$ cat src/rtl/ei_mult_arbiter.sv
// Round-robin arbiter/sequencer sharing one 4-stage pipelined 8x8 multiplier among NREQ requesters.
// Optional EI_ARB_PERF_EN adds perf_grants/perf_stalls counters.
module ei_mult_arbiter #(
  parameter int unsigned NREQ = 4,
  parameter int unsigned IDW  = $clog2(NREQ)
) (
  input  logic              sys_clk,
  input  logic              rst,
  input  logic [NREQ-1:0]   req_valid,
  output logic [NREQ-1:0]   req_ready,
  input  logic [8*NREQ-1:0] req_a,
  input  logic [8*NREQ-1:0] req_b,
  output logic              mult_en,
  output logic [7:0]        mult_a,
  output logic [7:0]        mult_b,
  input  logic [15:0]       mult_c,
  output logic              rsp_valid,
  input  logic              rsp_ready,
  output logic [IDW-1:0]    rsp_id,
  output logic [15:0]       rsp_data,
  output logic [2:0]        inflight
`ifdef EI_ARB_PERF_EN
  ,
  output logic [31:0]       perf_grants,
  output logic [31:0]       perf_stalls
`endif
);

  logic [3:0]             r_tag_v;
  logic [3:0][IDW-1:0]    r_tag_id;
  logic [IDW-1:0]         r_last;
  logic [2:0]             r_inflight;

  logic                   w_en;
  logic                   w_gnt_any;
  logic [IDW-1:0]         w_gnt_id;
  logic [IDW-1:0]         w_idx;

  // Validity comes only from the tags, so the multiplier itself needs no reset.
  assign w_en      = ~r_tag_v[3] | rsp_ready;
  assign mult_en   = w_en;
  assign rsp_valid = r_tag_v[3];
  assign rsp_id    = r_tag_id[3];
  assign rsp_data  = mult_c;
  assign inflight  = r_inflight;

  // Search last+1 .. last+NREQ (mod NREQ); first valid requester wins.
  always_comb begin
    w_gnt_any = 1'b0;
    w_gnt_id  = '0;
    w_idx     = '0;
    if (w_en) begin
      for (int unsigned k = 1; k <= NREQ; k++) begin
        w_idx = IDW'((32'(r_last) + k) % NREQ);
        if (!w_gnt_any && req_valid[w_idx]) begin
          w_gnt_any = 1'b1;
          w_gnt_id  = w_idx;
        end
      end
    end
  end

  always_comb begin
    req_ready = '0;
    mult_a    = '0;
    mult_b    = '0;
    for (int unsigned i = 0; i < NREQ; i++) begin
      if (w_gnt_any && (w_gnt_id == IDW'(i))) begin
        req_ready[i] = 1'b1;
        mult_a       = req_a[8*i +: 8];
        mult_b       = req_b[8*i +: 8];
      end
    end
  end

  always_ff @(posedge sys_clk or negedge rst) begin
    if (!rst) begin
      r_tag_v    <= '0;
      r_tag_id   <= '0;
      r_last     <= IDW'(NREQ - 1);
      r_inflight <= '0;
    end else if (w_en) begin
      r_tag_v    <= {r_tag_v[2:0], w_gnt_any};
      r_tag_id   <= {r_tag_id[2:0], w_gnt_id};
      r_inflight <= r_inflight + 3'(w_gnt_any) - 3'(r_tag_v[3]);
      if (w_gnt_any) r_last <= w_gnt_id;
    end
  end

`ifdef EI_ARB_PERF_EN
  logic [31:0] r_perf_grants;
  logic [31:0] r_perf_stalls;

  always_ff @(posedge sys_clk or negedge rst) begin
    if (!rst) begin
      r_perf_grants <= '0;
      r_perf_stalls <= '0;
    end else begin
      r_perf_grants <= r_perf_grants + 32'(w_gnt_any);
      r_perf_stalls <= r_perf_stalls + 32'(~w_en);
    end
  end

  assign perf_grants = r_perf_grants;
  assign perf_stalls = r_perf_stalls;
`endif

endmodule

$ cat config.mk
export PLATFORM = sky130hd
export DESIGN_NAME = ei_mult_arbiter
export DESIGN_NICKNAME = d
export VERILOG_FILES = /design/src/rtl/ei_mult_arbiter.sv
export SDC_FILE = /design/constraint.sdc
export NUM_CORES = 1
export LEC_CHECK = 0
export ABC_AREA = 1
export BUFFER_PORTS_ARGS = -buffer_cell sky130_fd_sc_hd__buf_2
export CORE_ASPECT_RATIO = 1.25
export CORE_MARGIN = 10
export CORE_UTILIZATION = 30
export DETAILED_ROUTE_END_ITERATION = 8
export SYNTH_ARGS = -nofsm -noshare
export SYNTH_HDL_FRONTEND = slang
export SYNTH_SLANG_ARGS = --single-unit
$ cat constraint.sdc
create_clock -name sys_clk -period 5.5 [get_ports sys_clk]
set_input_delay 0.55 -clock sys_clk [delete_from_list [all_inputs] [get_ports sys_clk]]
set_output_delay 0.55 -clock sys_clk [all_outputs]
set_load 0.005 [all_outputs]
# --- Yosys cells after proc, flatten, opt, wreduce, memory -nomap -nowiden ---
# Index checks and enable logic that the tools add are counted.
totals:
  register_bits: 17
  output_inout_bits: 43
  word_cells: 67
  inputBits: 87
classes:
  n_reduce_logical: 12
  n_eq_ne: 3
  addsub: 6
  order_cmp: 4
  n_bitwise: 2
  mux: 33
op_table:
  columns: ["cell", "n"]
  rows:
  - ["$mux 8", 8]
  - ["$mux 1", 16]
  - ["$lt 2x3->1 const B", 4]
  - ["$mux 2", 5]
  - ["$bmux 1 s2", 4]
  - ["$logic_and 1x1->1", 7]
  - ["$add 2x1->2 const B", 2]
  - ["$add 2x2->2 const B", 2]
  - ["$eq 2x2->1 const B", 2]
  - ["$add 3x1->3", 1]
  - ["$logic_not 1->1", 3]
  - ["$sub 3x1->3", 1]
  - ["$eq 2x1->1 const B", 1]
  - ["$logic_not 2->1", 1]
  - ["$reduce_and 2->1", 1]
  - ["$not 1->1", 1]
  - ["$or 1x1->1", 1]

# --- Depth between registers and ports, before layout ---
# Gate-level depths: netlist of run 1.
logic_depth:
  depth_word: 23
  depth_mapped: 17
  depth_no_buf: 16

# --- Worst setup path before layout of run 1 ---
# Ideal clock, no wire load.
synth_path:
  path_type: "register -> register"
  startpoint: "reg r_last[0]"
  endpoint: "reg r_inflight[2] (netlist: inflight[2])"
  n_path_buf: 1
  required_ps: 5376
  arrival_ps: 2434
  setup_time_ps: 124
  path_stages_with_launch: 18
  path_slack_ps: 2942
  synth_period_minus_slack_ps: 2558
  cell_sequence: "dfstp_2 > buf_6 > inv_6 > nand2_1 > nand2_1 > nand2_1 > nand2_2 > nor2_4 > nand3_2 > nand2_4 > ha_1 > inv_1 > ha_1 > inv_1 > fa_1 > a21oi_1 > o21ai_0 > xnor2_1"
synth_between:
  elab_chain_cells: 19
  elab_cells_between_ends: 28
  classes_between: "add/sub: 6; mux: 16; reduce/logical: 6"
synth_lines:
  columns: ["element", "line", "source"]
  rows:
  - ["start: declaration", "31", "logic [IDW-1:0] r_last;"]
  - ["start signal: assignment", "80", "r_last <= IDW'(NREQ - 1);"]
  - ["start signal: assignment", "86", "if (w_gnt_any) r_last <= w_gnt_id;"]
  - ["$add 2x1->2", "54", "w_idx = IDW'((32'(r_last) + k) % NREQ);"]
  - ["$bmux 1 s2", "55", "if (!w_gnt_any && req_valid[w_idx]) begin"]
  - ["$mux 1 (not written as such)", "55", null]
  - ["$mux 1", "55", null]
  - ["$mux 1", "52", "if (w_en) begin"]
  - ["$logic_not 1->1", "55", null]
  - ["$logic_and 1x1->1", "55", null]
  - ["$mux 1", "55", null]
  - ["[... 3 more ...]", null, null]
  - ["$mux 1", "55", null]
  - ["$mux 1", "52", null]
  - ["$logic_not 1->1", "55", null]
  - ["$logic_and 1x1->1", "55", null]
  - ["$mux 1 (*)", "55", null]
  - ["$mux 1 (*)", "52", null]
  - ["$add 3x1->3 (*)", "85", "r_inflight <= r_inflight + 3'(w_gnt_any) - 3'(r_tag_v[3]);"]
  - ["$sub 3x1->3 (*)", "85", null]
  - ["end signal: assignment", "85", null]
  - ["end: declaration", "32", "logic [2:0] r_inflight;"]
# Every way passes the cells marked *; elsewhere a longest branch is shown, timed or not. The select of a mux whose other input is x is not followed.
# A chain may end at the register's enable or synchronous reset.

# --- Final worst setup path of run 1 ---
layout_path:
  startpoint: "reg r_last[0]"
  endpoint: "out mult_b[1]"
layout_between:
  elab_chain_cells: 23
  elab_cells_between_ends: 43
  classes_between: "add/sub: 4; eq/ne: 3; mux: 25; reduce/logical: 11"
layout_lines:
  columns: ["element", "line", "source"]
  rows:
  - ["$add 2x1->2", "54", null]
  - ["$bmux 1 s2", "55", null]
  - ["$mux 1 (not written as such)", "55", null]
  - ["$mux 1", "55", null]
  - ["$mux 1", "52", null]
  - ["$logic_not 1->1", "55", null]
  - ["$logic_and 1x1->1", "55", null]
  - ["$mux 1", "55", null]
  - ["[... 5 more ...]", null, null]
  - ["$logic_not 1->1", "55", null]
  - ["$logic_and 1x1->1", "55", null]
  - ["$mux 2", "55", null]
  - ["$mux 2", "52", null]
  - ["$logic_not 2->1", "68", "if (w_gnt_any && (w_gnt_id == IDW'(i))) begin"]
  - ["$logic_and 1x1->1", "68", null]
  - ["$mux 8 (3 in a row)", "68", null]
  - ["$mux 8 (*)", "68", null]
  - ["end: declaration", "15", "output logic [7:0] mult_b,"]
# Marks and branches as above.

==> summary.md, run 1 <==
| Metric | Value |
|---|---|
| First-pass iteration count of the detailed router | `4` |
| Endpoints failing setup | `0` |
| Avg Inst Size Synth | `between 6 and 7 µm²` |
| F_max | `~300 MHz` |
| Rows | `32` |
| Measured slew at the worst slew-check pin | `around 0.7 ns` |
| Min Tclk post-route | `~3.3 ns` |
| Hold WS | `0.215 ns` |
| Die area | `between 0.009 and 0.01 mm²` |
| DRC violations left | `0` |
| Post-synthesis register bit count | `17` |
| Leakage | `between 1 and 1.5 nW` |
| Post-synth top cells | `nand2_1, inv_1, nand3_1` |
| Core area | `0.00617 mm²` |
| Placed cell areas | `about 0.0023 mm²` |
| End of the worst register-to-register path | `inflight[2]` |
| Peak supply drop | `between 300 and 400 µV` |
| Synth area leaders | `nand2_1, dfrtp_1, buf_4` |
| R2R Setup Slk | `around 2.8 ns` |
| Yosys cell types | `29` |
| Via count | `2030` |
| Power per cell area | `760 mW/mm²` |
| CP Data Arrival Time | `2.79 ns` |
| R2R depth | `16` |
| Pin count of the biggest net entering global routing | `34` |
| Sequential-to-total area share from yosys stat | `22.4%` |
| FFs w/ async S/R, synth | `100%` |
| DPL Wire Length | `4690 µm` |
| Post-Place Cells | `462` |
| Slew Limit Headroom | `52.4%` |
| Post-Route WL | `roughly 5700 µm` |
| GRT Overall Usage | `10.7%` |
| Num CTS Buffers | `3` |
| Initial Utilization | `31.0%` |
| Vias in the first global route | `1915` |
| Post-synth EDFFs | `0` |
| Slew Limit Fails | `0` |
| Number of antenna repair diodes | `0` |
| Routed len/inst | `12.3 µm` |
| Clk slew on worst S/H paths | `0.06 ns` |
| Cell taking the most area after synthesis | `nand2_1` |
| GPL Wtd Cong | `0.777` |
| Post-CTS Hold Fix Bufs | `0` |
| WS Path Type | `reg2out` |
| Chip width | `91.4 µm` |
| Finished Cell Area | `around 0.0023 mm²` |
| Worst Setup End Kind | `primary output` |
| Yosys warns | `0` |
| RSZ-0062 raised after global routing | `false` |
| Mapped Nets | `between 300 and 400` |
| Antenna violations before repair | `0` |
| Critical Path Source | `r_last[0]` |
| Startpoint Class | `flop` |
| Worst path required time | `4.95 ns` |
| Most common cell in the synthesized netlist | `nand2_1` |
| Longest Clk Path Bufs | `2` |
| Setup crit end | `mult_b[1]` |
| I/O Pins | `130` |
| # Post-CTS Setup Buffers | `0` |
| Layout cell share with drive strength beyond 1 | `35.7%` |
| Hold Vio Cnt, Final | `0` |
| Crit Reg-Reg Startpoint | `r_last[0]` |
| Max-cap viol count | `0` |
| Hold Crit Class | `in2async` |
| Global-route wire length before repair | `9090 µm` |
| CTS sink cnt | `17` |
| # port buffers | `97` |
| Setup TNS | `0 ns` |
| CTS tree | `built` |
| Primary FF master, synth | `dfrtp_1` |
| Crit path max fanout | `33` |
| Cell Area, Synth | `approximately 0.0019 mm²` |
| Resize count post-CTS | `0` |
| Fin nets | `472` |
| Drt initial violations | `64` |
| Clk_lat worst skew | `about 0.24 ns` |
| DIE HEIGHT | `109 µm` |
| Status | `finished, final reports clean` |
| Root buf cell | `clkbuf_8` |
| Share of the synthesized area in the top cell type | `27.7%` |
| Synth Instances | `309` |
| Area Overhead vs Synth | `22.5%` |
| Global route overflow | `0` |
| Finished Layout Cells | `466` |
| Antenna Nets Post-Route | `0` |
| CTS H-tree lvls | `1` |
| Final setup skew | `between 0.002 and 0.003 ns` |
| Vias/cell | `approximately 4.4` |
| Period utilization | `about three fifths` |
[worst min path at each step]
stage	from	slack (ns)	endpoint
after global placement	r_tag_v[2]	0.46	r_tag_v[3]
after global routing	rst	0.23	rsp_id[0]
final	rst	0.21	rsp_id[1]
after CTS	rst	0.22	r_tag_id[4]
after detailed placement	r_tag_id[3]	0.46	r_tag_id[5]
after floorplan	rst	0.25	inflight[0]
[through the flow]
step           total power [W]  setup WS [ns]  util, %
6_report               0.00178           2.16     37.9
5_1_grt                0.00202           1.91     37.9
4_1_cts                0.00183           2.14     37.9
3_5_place_dp           0.00172           2.42     37.2
3_3_place_gp           0.00171           2.47     37.2
2_1_floorplan          0.00133           2.94        -
[cell families (layout without fill, tap and decap cells)]
kind of cell	Yosys count	after routing	synth area share [%]
buffers and inverters	65	137	18.6
AOI/OAI and AO/OA	11	11	3.01
adders and majority gates	3	3	2.36
DFF	17	17	22.4
and+or+nand+nor	212	212	53.1
xor gates and xnor gates	1	1	0.459
[cell type report]
cell class                 count  area [µm²]
fill                         703        3830
multi-input combinational    227        1130
timing repair buffer          98         493
sequential                    17         428
inverter                      35         141
tap                           85         106
clock buffer                   4        45.0
[layout by cell type, fill, tap and decap left out, drive strengths merged]
cell and n:
nand2 160, buf 98, inv 35, nand3 22, nand3b 16, dfrtp 15
nor2 11, o21ai 7, clkbuf 4, a21oi 3, ha 2, dfstp 2
nand4 1, a21boi 1, nor3 1, or2 1, xnor2 1, fa 1
[sequential cells by signal (all words and copies together), names as in the netlist]
register	flops
inflight	3
r_last	2
r_tag_id	6
r_tag_v	4
rsp_id	2
[power breakdown]
| group | leakage, nW | total [W] | switching (W) | internal (W) |
|---|---|---|---|---|
| registers | 0.201 | 0.000248 | 0.0000509 | 0.000197 |
| logic | 1.20 | 0.00144 | 0.000921 | 0.000521 |
| clock network | 0.0228 | 0.0000890 | 0.0000377 | 0.0000512 |
| total | 1.42 | 0.00178 | 0.00101 | 0.000769 |
[worst max-delay path: stages, from the launching register on]
cell      delay [ns]
dfstp_2         0.66
inv_6           0.08
nand2_1         0.06
nand2_1         0.07
nand2_1         0.10
a21boi_1        0.16
nand2_1         0.10
nor2_4          0.58
inv_4           0.22
nand2_4         0.16
nor2_8          0.09
nand2_1         0.07
nand2_1         0.05
buf_2           0.12
[metal layers]
metal  part of all wire [%]  track usage, %  routed length [µm]  up-vias
met5                      0               0                   0        -
met4                    2.3            3.70                 130        0
met3                    7.8            2.61                 444       10
met2                     44            17.2                2530       88
met1                     46            13.8                2620      868
li1                       -               -                   -     1064
Note: power is estimated with default switching activity, not from simulation.
==> run 2: changes to the inputs <==
Clock period 5.5 ns to 3.3 ns, I/O delays scaled along.
==> run 2 against run 1 <==
Compared with the run above: non-clock buffer count up 4; worst setup slack lost 1.8 ns; sequential share of layout area fell by 0.35 points; clock power rose by 78%; die area unchanged; register-to-register slack got worse by 2.2 ns; final area rose by 2.0%; final cell count is 0.86% higher; via count rose by 0.30%; largest cell class unchanged.
==> summary.md, run 2 (synthesis gave the netlist of run 1 again) <==
| Metric | Value |
|---|---|
| Chip width | `91.4 µm` |
| Antenna Nets Post-Route | `0` |
| Min Tclk post-route | `approximately 2.9 ns` |
| DPL Wire Length | `4700 µm` |
| Peak supply drop | `523 µV` |
| Commonest non-fill, non-tap cell in the layout | `nand2_1` |
| Slew Limit Headroom | `74.6%` |
| Global route overflow | `0` |
| Finished Layout Cells | `470` |
| Delay-heaviest family, CP | `simple AND/OR/NAND/NOR gates` |
| Rows | `32` |
| Drt initial violations | `59` |
| Num CTS Buffers | `3` |
| Layout cell share with drive strength beyond 1 | `36.4%` |
| Vias in the first global route | `1940` |
| Routed len/inst | `12.4 µm` |
| # port buffers | `97` |
| Initial Utilization | `31.0%` |
| Status | `finished, final reports clean` |
| Max-cap viol count | `0` |
| Fin nets | `between 400 and 500` |
| Crit path max fanout | `18` |
| Core area | `0.00617 mm²` |
| Worst Setup End Kind | `primary output` |
| GRT Overall Usage | `10.9%` |
| CTS sink cnt | `17` |
| Period utilization | `88.3%` |
| Slew Limit Fails | `0` |
| CP Data Arrival Time | `approximately 2.6 ns` |
| Post-Route WL | `around 5800 µm` |
| Number of antenna repair diodes | `0` |
| Clk_lat worst skew | `0.25 ns` |
| Vias/cell | `4.33` |
| Crit path max-delay cell type | `dfstp_2` |
| Biggest register | `r_tag_id` |
| Setup TNS | `0 ns` |
| Endpoints failing setup | `0` |
| CTS H-tree lvls | `1` |
| Antenna violations before repair | `0` |
| Post-Place Cells | `465` |
| Via count | `roughly 2000` |
| Global-route wire length before repair | `9240 µm` |
| Final Util | `38.7%` |
| Crit-path cells | `inv_6 -> nand2_1 -> nand2_1 -> nand2_1 -> nand2_1 -> nand2_2 -> nand2_2 -> nand2_1 -> nand2_2 -> nor2_8 -> inv_4 -> nor2_8 -> nand2_1 -> nand2_1 -> buf_2` |
| Leakage | `1.45 nW` |
| Most frequent cells in the layout | `nand2_1, buf_2, inv_1` |
| Startpoint Class | `flop` |
| F_max | `~340 MHz` |
| Worst path required time | `2.97 ns` |
| RSZ-0062 raised after global routing | `false` |
| WP buf/inv | `3` |
| Longest Clk Path Bufs | `2` |
| Root buf cell | `clkbuf_8` |
| Power per cell area | `1290 mW/mm²` |
| Max reg flops | `6` |
| Measured slew at the worst slew-check pin | `0.380 ns` |
| DRC violations left | `0` |
| Pwr Total | `0.00308 W` |
| DIE HEIGHT | `109 µm` |
| Hold Crit Class | `reg2reg` |
| CTS tree | `built` |
| Worst Setup Slack post-DPL | `0.545 ns` |
| First-pass iteration count of the detailed router | `4` |
| Final setup margin | `0.387 ns` |
| WS Path Type | `reg2out` |
| Final setup skew | `0.00152 ns` |
| GPL Wtd Cong | `roughly 0.86` |
| Clk slew on worst S/H paths | `0.07 ns` |
| Hold Vio Cnt, Final | `0` |
| Pin count of the biggest net entering global routing | `33` |
| Die area | `0.00998 mm²` |
| I/O Pins | `130` |
| Top cell by count, worst path | `nand2_1` |
| Area Overhead vs Synth | `25.0%` |
| Max stage delay on crit path | `0.65 ns` |
run 2: layout make-up:
cell class	instances	area, µm²
Clock buffer	3	41.3
Clock inverter	1	5.00
Fill cell	698	3780
Inverter	35	141
Multi-Input combinational cell	227	1130
Sequential cell	17	428
Tap cell	85	106
Timing Repair Buffer	102	538
run 2: worst paths after layout:
path                       startpoint          end  slack (ns)  cells past startpoint
setup / recovery            r_last[0]    mult_b[0]        0.39                     15
hold / removal             r_tag_v[2]   r_tag_v[3]        0.47                      1
setup reg to reg            r_last[0]  inflight[2]        0.57                     16
hold reg to reg            r_tag_v[2]   r_tag_v[3]        0.47                      1
max in group asynchronous         rst    r_last[1]        2.47                      2
min in group asynchronous         rst  r_tag_id[4]        0.51                      2
run 2: stage by stage:
step,hold slack (ns),instance area (µm²)
after floorplan,0.0344,1910
after global placement,0.270,2330
after detailed placement,0.274,2330
after CTS,0.476,2390
after global routing,0.495,2390
final,0.474,2390
run 2: layer usage:
layer	share of wire [%]	GRT usage, %
met4	2.0	3.36
met3	7.5	2.96
met1	46	13.8
met5	0	0
met2	44	17.8
run 2: power breakdown:
group / switching [W] / total, W / internal [W]
registers: 0.0000852 / 0.000413 / 0.000328
logic: 0.00157 / 0.00251 / 0.000940
clock network: 0.0000743 / 0.000158 / 0.0000839
total: 0.00173 / 0.00308 / 0.00135
run 2: what timing repair did:
item	in CTS	in global routing
hold buffers	1	0
hold endpoints to repair	15	0
setup endpoints to repair	0	0
gates resized for setup	0	0
buffers inserted	0	0
